==> config.mk <==
export PLATFORM = sky130hd
export DESIGN_NAME = pc_sequencer
export DESIGN_NICKNAME = d
export VERILOG_FILES = /design/src/rtl/pc_sequencer.sv
export SDC_FILE = /design/constraint.sdc
export NUM_CORES = 1
export LEC_CHECK = 0
export ABC_AREA = 1
export CORE_MARGIN = 5
export CORE_UTILIZATION = 55
export CTS_CLUSTER_SIZE = 28
export DETAILED_ROUTE_END_ITERATION = 8
export DONT_BUFFER_PORTS = 1
export PLACE_DENSITY = 0.81
export SETUP_SLACK_MARGIN = 0.4
export SYNTH_ARGS = -nofsm -noshare
export SYNTH_HDL_FRONTEND = slang
export SYNTH_SLANG_ARGS = --single-unit
==> constraint.sdc <==
create_clock -name clk -period 2.13 [get_ports clk]
set_input_delay 0.426 -clock clk [delete_from_list [all_inputs] [get_ports clk]]
set_output_delay 0.426 -clock clk [all_outputs]
set_load 0.005 [all_outputs]
==> src/rtl/pc_sequencer.sv <==
// Multi-cycle instruction sequencer: owns the program counter and walks each
// instruction through fetch, decode, execute and writeback with stall and halt.
module pc_sequencer #(
  parameter int ADDR_W = 6,
  parameter int CNT_W  = 16
) (
  input  logic              clk,
  input  logic              rst,
  input  logic              start,
  input  logic              stall,
  input  logic              imem_ready,
  input  logic              is_halt,
  input  logic              alu_busy,
  input  logic              jump,
  input  logic [ADDR_W-1:0] jump_target,
  input  logic              branch_taken,
  input  logic [ADDR_W-1:0] branch_target,
  output logic [ADDR_W-1:0] pc,
  output logic              imem_req,
  output logic              ir_load,
  output logic              dec_en,
  output logic              exec_en,
  output logic              wb_en,
  output logic              halted,
  output logic [CNT_W-1:0]  retired
);

  typedef enum logic [2:0] {
    IDLE      = 3'd0,
    FETCH     = 3'd1,
    DECODE    = 3'd2,
    EXECUTE   = 3'd3,
    WRITEBACK = 3'd4,
    HALTED    = 3'd5
  } state_t;

  state_t              state;
  state_t              next_state;
  logic [ADDR_W-1:0]   next_pc;
  logic [CNT_W-1:0]    next_retired;

  // State, program counter and retired-instruction counter registers
  always_ff @(posedge clk or negedge rst) begin
    if (!rst) begin
      state   <= IDLE;
      pc      <= {ADDR_W{1'b0}};
      retired <= {CNT_W{1'b0}};
    end else begin
      state   <= next_state;
      pc      <= next_pc;
      retired <= next_retired;
    end
  end

  // Next-state, PC/counter update and stage strobes; stall freezes the
  // active stages and masks every strobe except halted
  always_comb begin
    next_state   = state;
    next_pc      = pc;
    next_retired = retired;
    imem_req     = 1'b0;
    ir_load      = 1'b0;
    dec_en       = 1'b0;
    exec_en      = 1'b0;
    wb_en        = 1'b0;
    halted       = 1'b0;
    case (state)
      IDLE: begin
        if (start) begin
          next_state = FETCH;
        end else begin
          next_state = IDLE;
        end
      end
      FETCH: begin
        if (!stall) begin
          imem_req = 1'b1;
          if (imem_ready) begin
            ir_load    = 1'b1;
            next_state = DECODE;
          end else begin
            next_state = FETCH;
          end
        end else begin
          next_state = FETCH;
        end
      end
      DECODE: begin
        if (!stall) begin
          dec_en = 1'b1;
          if (is_halt) begin
            next_state = HALTED;
          end else begin
            next_state = EXECUTE;
          end
        end else begin
          next_state = DECODE;
        end
      end
      EXECUTE: begin
        if (!stall) begin
          exec_en = 1'b1;
          if (alu_busy) begin
            next_state = EXECUTE;
          end else begin
            next_state = WRITEBACK;
          end
        end else begin
          next_state = EXECUTE;
        end
      end
      WRITEBACK: begin
        if (!stall) begin
          wb_en        = 1'b1;
          next_state   = FETCH;
          next_retired = retired + {{(CNT_W-1){1'b0}}, 1'b1};
          // jump outranks branch; the sequential increment wraps naturally
          if (jump) begin
            next_pc = jump_target;
          end else if (branch_taken) begin
            next_pc = branch_target;
          end else begin
            next_pc = pc + {{(ADDR_W-1){1'b0}}, 1'b1};
          end
        end else begin
          next_state = WRITEBACK;
        end
      end
      HALTED: begin
        halted = 1'b1;
        if (start) begin
          next_state = FETCH;
          next_pc    = {ADDR_W{1'b0}};
        end else begin
          next_state = HALTED;
        end
      end
      default: begin
        next_state = IDLE;
      end
    endcase
  end

endmodule

======== Word level (Yosys, flattened, before mapping) ========
Cells that the tools add are included.
storage, ports and cells
  bits in read-only memories .............. 0
  RAM bits ................................ 0
  output and inout bits ................... 28
  bits in latches ......................... 0
  memories ................................ 0
  flip-flop bits (word level) ............. 25
operators by class
  add/subtract/negate cells ............... 2
  mux-type cells .......................... 24
  bitwise operators ....................... 1
  div/mod/pow operators ................... 0
  shift-type cells ........................ 0
  order comparisons ....................... 0
  equal/unequal tests ..................... 7
  reduce and logical (&&, ||, !) cells .... 4
  multiply operators ...................... 0
operators by type and width
  cell                                                                    count
  6-bit 2-to-1 mux                                                        4
  3-bit 2-to-1 mux                                                        7
  3-bit one-hot mux with 6 select lines                                   1
  16-bit by 1-bit adder with 16-bit output (second input constant)        1
  6-bit one-hot mux with 2 select lines                                   1
  1-bit 2-to-1 mux                                                        10
  6-bit by 1-bit adder with 6-bit output (second input constant)          1
  3-bit by 2-bit equality test with 1-bit output (second input constant)  2
  3-bit equality test (second input constant)                             2
  2-bit != test (second input constant)                                   2
  3-bit by 1-bit equality test with 1-bit output (second input constant)  1
  3-bit zero test                                                         1
  3-bit AND reduction                                                     1
  2-bit 2-to-1 mux                                                        1
  2-bit AND reduction                                                     1
  2-bit nonzero test                                                      1
  1-bit inverter                                                          1

======== Longest topological paths before layout ========
  word-level depth ........................ 5
  mapped depth ............................ 8
  mapped depth without buffers ............ 8

======== Worst setup path before layout ========
OpenSTA, ideal clock, no wires.
  kind .................................... register to register
  start point ............................. register retired[0]
  end point ............................... register retired[12]
  slack ................................... 0.742 ns
  arrival ................................. 1.272 ns
  library setup time ...................... 0.117 ns
  stages on the path, launching flop included .. 9
  buffers on the path ..................... 0
  period minus slack after synthesis ...... 1.388 ns
  cell sequence ........................... dfrtp_1 ha_1 nand3_1 nor3_2 nand2_1 inv_1 nand2_1 nand2_1 nand2_1
on the way
  word-level cells in the longest chain between the ends .. 1
ends and longest elaborated chain
  what                                      RTL line  text
  start, declared                           25        output logic [CNT_W-1:0] retired
  start signal, assigned                    47        retired <= {CNT_W{1'b0}};
  start signal, assigned                    51        retired <= next_retired;
  16-bit by 1-bit adder with 16-bit output  116       next_retired = retired + {{(CNT_W-1){1'b0}}, 1'b1};
No other way between the ends.
A chain may end at the register's enable or synchronous reset.

======== Worst setup path in the final report ========
  start point ............................. register state[1]
  end point ............................... output ir_load
on the way
  word-level cells in the longest chain between the ends .. 2
ends and longest elaborated chain
  what                                            RTL line  text
  start, declared                                 37        state_t state;
  start signal, assigned                          49        state <= next_state;
  3-bit by 1-bit equality test with 1-bit output  67        case (state)
  1-bit 2-to-1 mux                                67
  end, declared                                   20        output logic ir_load,
No other way between the ends.

==> impl_metrics.tcl <==
set metrics [dict create \
    grt.busiest_layer "met2" \
    layout_common_cells "nand2_1 (76), nor2_1 (28), dfrtp_1 (23)" \
    synthTopCellsByArea "dfrtp_1 (40%), nand2_1 (18%), nor2_1 (7.2%), inv_1 (6.2%), nand3_1 (3.5%)" \
    die_h_um 63.35 \
    initial_core_util_pct 57.25 \
    clkTransAtPathRegs_ns 0.14 \
    startpoint_type "flop" \
    antenna_cells 0 \
    r2r-start "state[0]" \
    die_w_um 63.35 \
    hold_viol_final 0 \
    grt_start_max_net_pins 26 \
    ys_types 27 \
    cts_tree "done" \
    p_leak_nw 0.8574 \
    synth_nets 242 \
    maxCapViolCount 0 \
    ys_warn_count 0 \
    die-area_um2 4013 \
    grtUsageMet1_pct 23.68 \
    avgRoutedWirePerCell_um 13.02 \
    rsz0062_at_grt "yes" \
    required_ns 1.70 \
    worst-setup-path-type "reg -> out" \
    powerDensity_nw_per_um2 846.9 \
    fin_crit_ns 1.690 \
    arrival_ns 1.26 \
    outcome "completed" \
    crit_fanout 3 \
    cts_max_level 1 \
    fin_nets 251 \
    peakVddDrop_uv 606.7 \
    crit_family "flip-flops" \
    place_ws_ns 0.4015 \
    critPathLaunch "state[1]" \
    dr_total_vias 1352 \
    drt_iter0_drc 50 \
    period_share_pct 79.33 \
    synth_seq_cells 25 \
    ant_nets 0 \
    yosysTopAreaCell "dfrtp_1" \
    syn-instance-count 219 \
    drive_gt1_share_pct 11.89 \
    globalRouteMet3Util_pct 4.263 \
    finalMaxSlewViolations 0 \
    cts.sinks 25 \
    crit_path_frequent_cell "nand2_1" \
    worstPathCellList "nor2_1, nand2_1, nor2_2, nand2_1, inv_2" \
    max_freq_ghz 0.5918 \
    core_um2 2734 \
    dp_hpwl_mm 2.581 \
    via_per_inst 5.240 \
    antenna_found_initial 0 \
    routabilityCongestion 0.8356 \
    cts_buffers 3 \
    cts_max_path_buffers 2 \
    ios 49 \
    hp-class "in -> reg" \
    min-delay-start "is_halt" \
    num_rows 19 \
    layout_commonest_cell "nand2_1" \
    clk_latency_ns 0.32 \
    slowest_stage "dfrtp_2" \
    seq_area_frac_synth_pct 39.97 \
    slew_headroom_pct 82.91 \
    drt_wl_total_mm 3.360 \
    synth_area_per_cell_um2 7.147 \
    fin_worst_skew_ns 0.009513 \
    end_kind "output pin" \
    synthesis.area_um2 1565 \
    fillers 239 \
    cts_root_buf "clkbuf_4" \
    synthToLayoutAreaGrowth_pct 7.994 \
    tightest_slew_ns 0.2544 \
    netlist.area_leader.share_pct 39.97 \
    groute.usage.overall_pct 17.59 \
    grt_util_met2_pct 27.16 \
    setup_tns_ns 0 \
    overflow 0 \
    portBuffers 0 \
    grt_pass1_vias 1304 \
    drt_pre_antenna_iters 5 \
    setup_violations 0 \
    max_stage_delay_ns 0.46 \
    setup_slack_ns 0.4403 \
    grt_first_pass_wirelength_mm 5.858 \
    drc 0 \
    critPathBufInv 1 \
]
cells in the mapped netlist (all sizes together):
master  instances
a211oi          1
a21oi           7
buf             2
clkbuf          1
dfrtp          25
ha              2
inv            26
nand2          77
nand3          12
nand3b          1
nand4           3
nor2           33
nor3            6
o211ai          3
o21ai           8
o21bai          1
or2             1
xnor2           5
xor2            5
worst register-to-register path, stage by stage (launching register included):
cell and delay [ns]:
dfrtp_1 0.42, buf_4 0.16, nor2_4 0.12, nand3_4 0.09, buf_4 0.20, nor2_2 0.14
nand2_1 0.11, o21ai_0 0.15, nand2_1 0.06
repair_timing:
action | in CTS | in global routing
gates resized for setup | 3 | 6
pin swaps | 0 | 2
cloned | 1 | 0
hold buffers | 2 | 0
endpoints found under the setup margin | 4 | 4
endpoints found under the hold margin | 25 | 0
buffers inserted | 4 | 0
logic make-up after synthesis:
logic type	after synthesis	synth area share [%]
flip-flops	25	39.97
AO/OA/AOI/OAI	20	7.435
adder cells (fa/ha/maj)	2	1.598
XOR/XNOR	10	5.595
buffers and inverters	29	7.674
AND/OR/NAND/NOR	133	37.73
registers in the layout, summed over array words and instances (netlist names):
register,flops
pc,6
retired,16
state,3
per-layer routing:
metal	part of all wire (%)	vias to the layer above	wire, um
li1	-	702	-
met1	45	613	1512
met2	47	33	1582
met3	6.7	4	226
met4	1.2	0	39
met5	0	-	0
worst paths after layout:
| kind | end | slack (ns) | depth (start not counted) |
|---|---|---|---|
| max | ir_load | 0.44 | 5 |
| min | state[2] | 0.25 | 2 |
| max reg2reg | retired[7] | 0.57 | 8 |
| min reg2reg | retired[4] | 0.55 | 1 |
| max in group asynchronous | retired[2] | 1.44 | 2 |
| min in group asynchronous | state[0] | 0.53 | 2 |
area by class of cell:
class,instances,area [um2],share of cell area (%)
tap,31,38.79,2.295
clock buffer,4,26.28,1.554
inverter,26,101.3,5.996
sequential,25,628.1,37.16
timing repair buffer,6,60.06,3.553
multi-input combinational,165,830.8,49.15
timing repair inverter,1,5.005,0.2961
metrics by stage:
step | hold slack, ns | total power, mW | util, % | area, um2 | instances
5_1_grt | 0.2414 | 1.565 | 61.83 | 1690 | 258
3_3_place_gp | 0.1309 | 1.152 | 57.85 | 1582 | 247
4_1_cts | 0.2435 | 1.434 | 61.37 | 1678 | 258
3_5_place_dp | 0.1309 | 1.163 | 57.85 | 1582 | 247
2_1_floorplan | 0.1304 | 1.065 | - | 1565 | 219
6_report | 0.2488 | 1.432 | 61.83 | 1690 | 258
power by group:
group	total, mW	switching, mW	internal (mW)
combinational	0.473	0.281	0.192
sequential	0.749	0.160	0.589
clock	0.209	0.136	0.0732
Note: power is estimated with default switching activity, not from simulation.
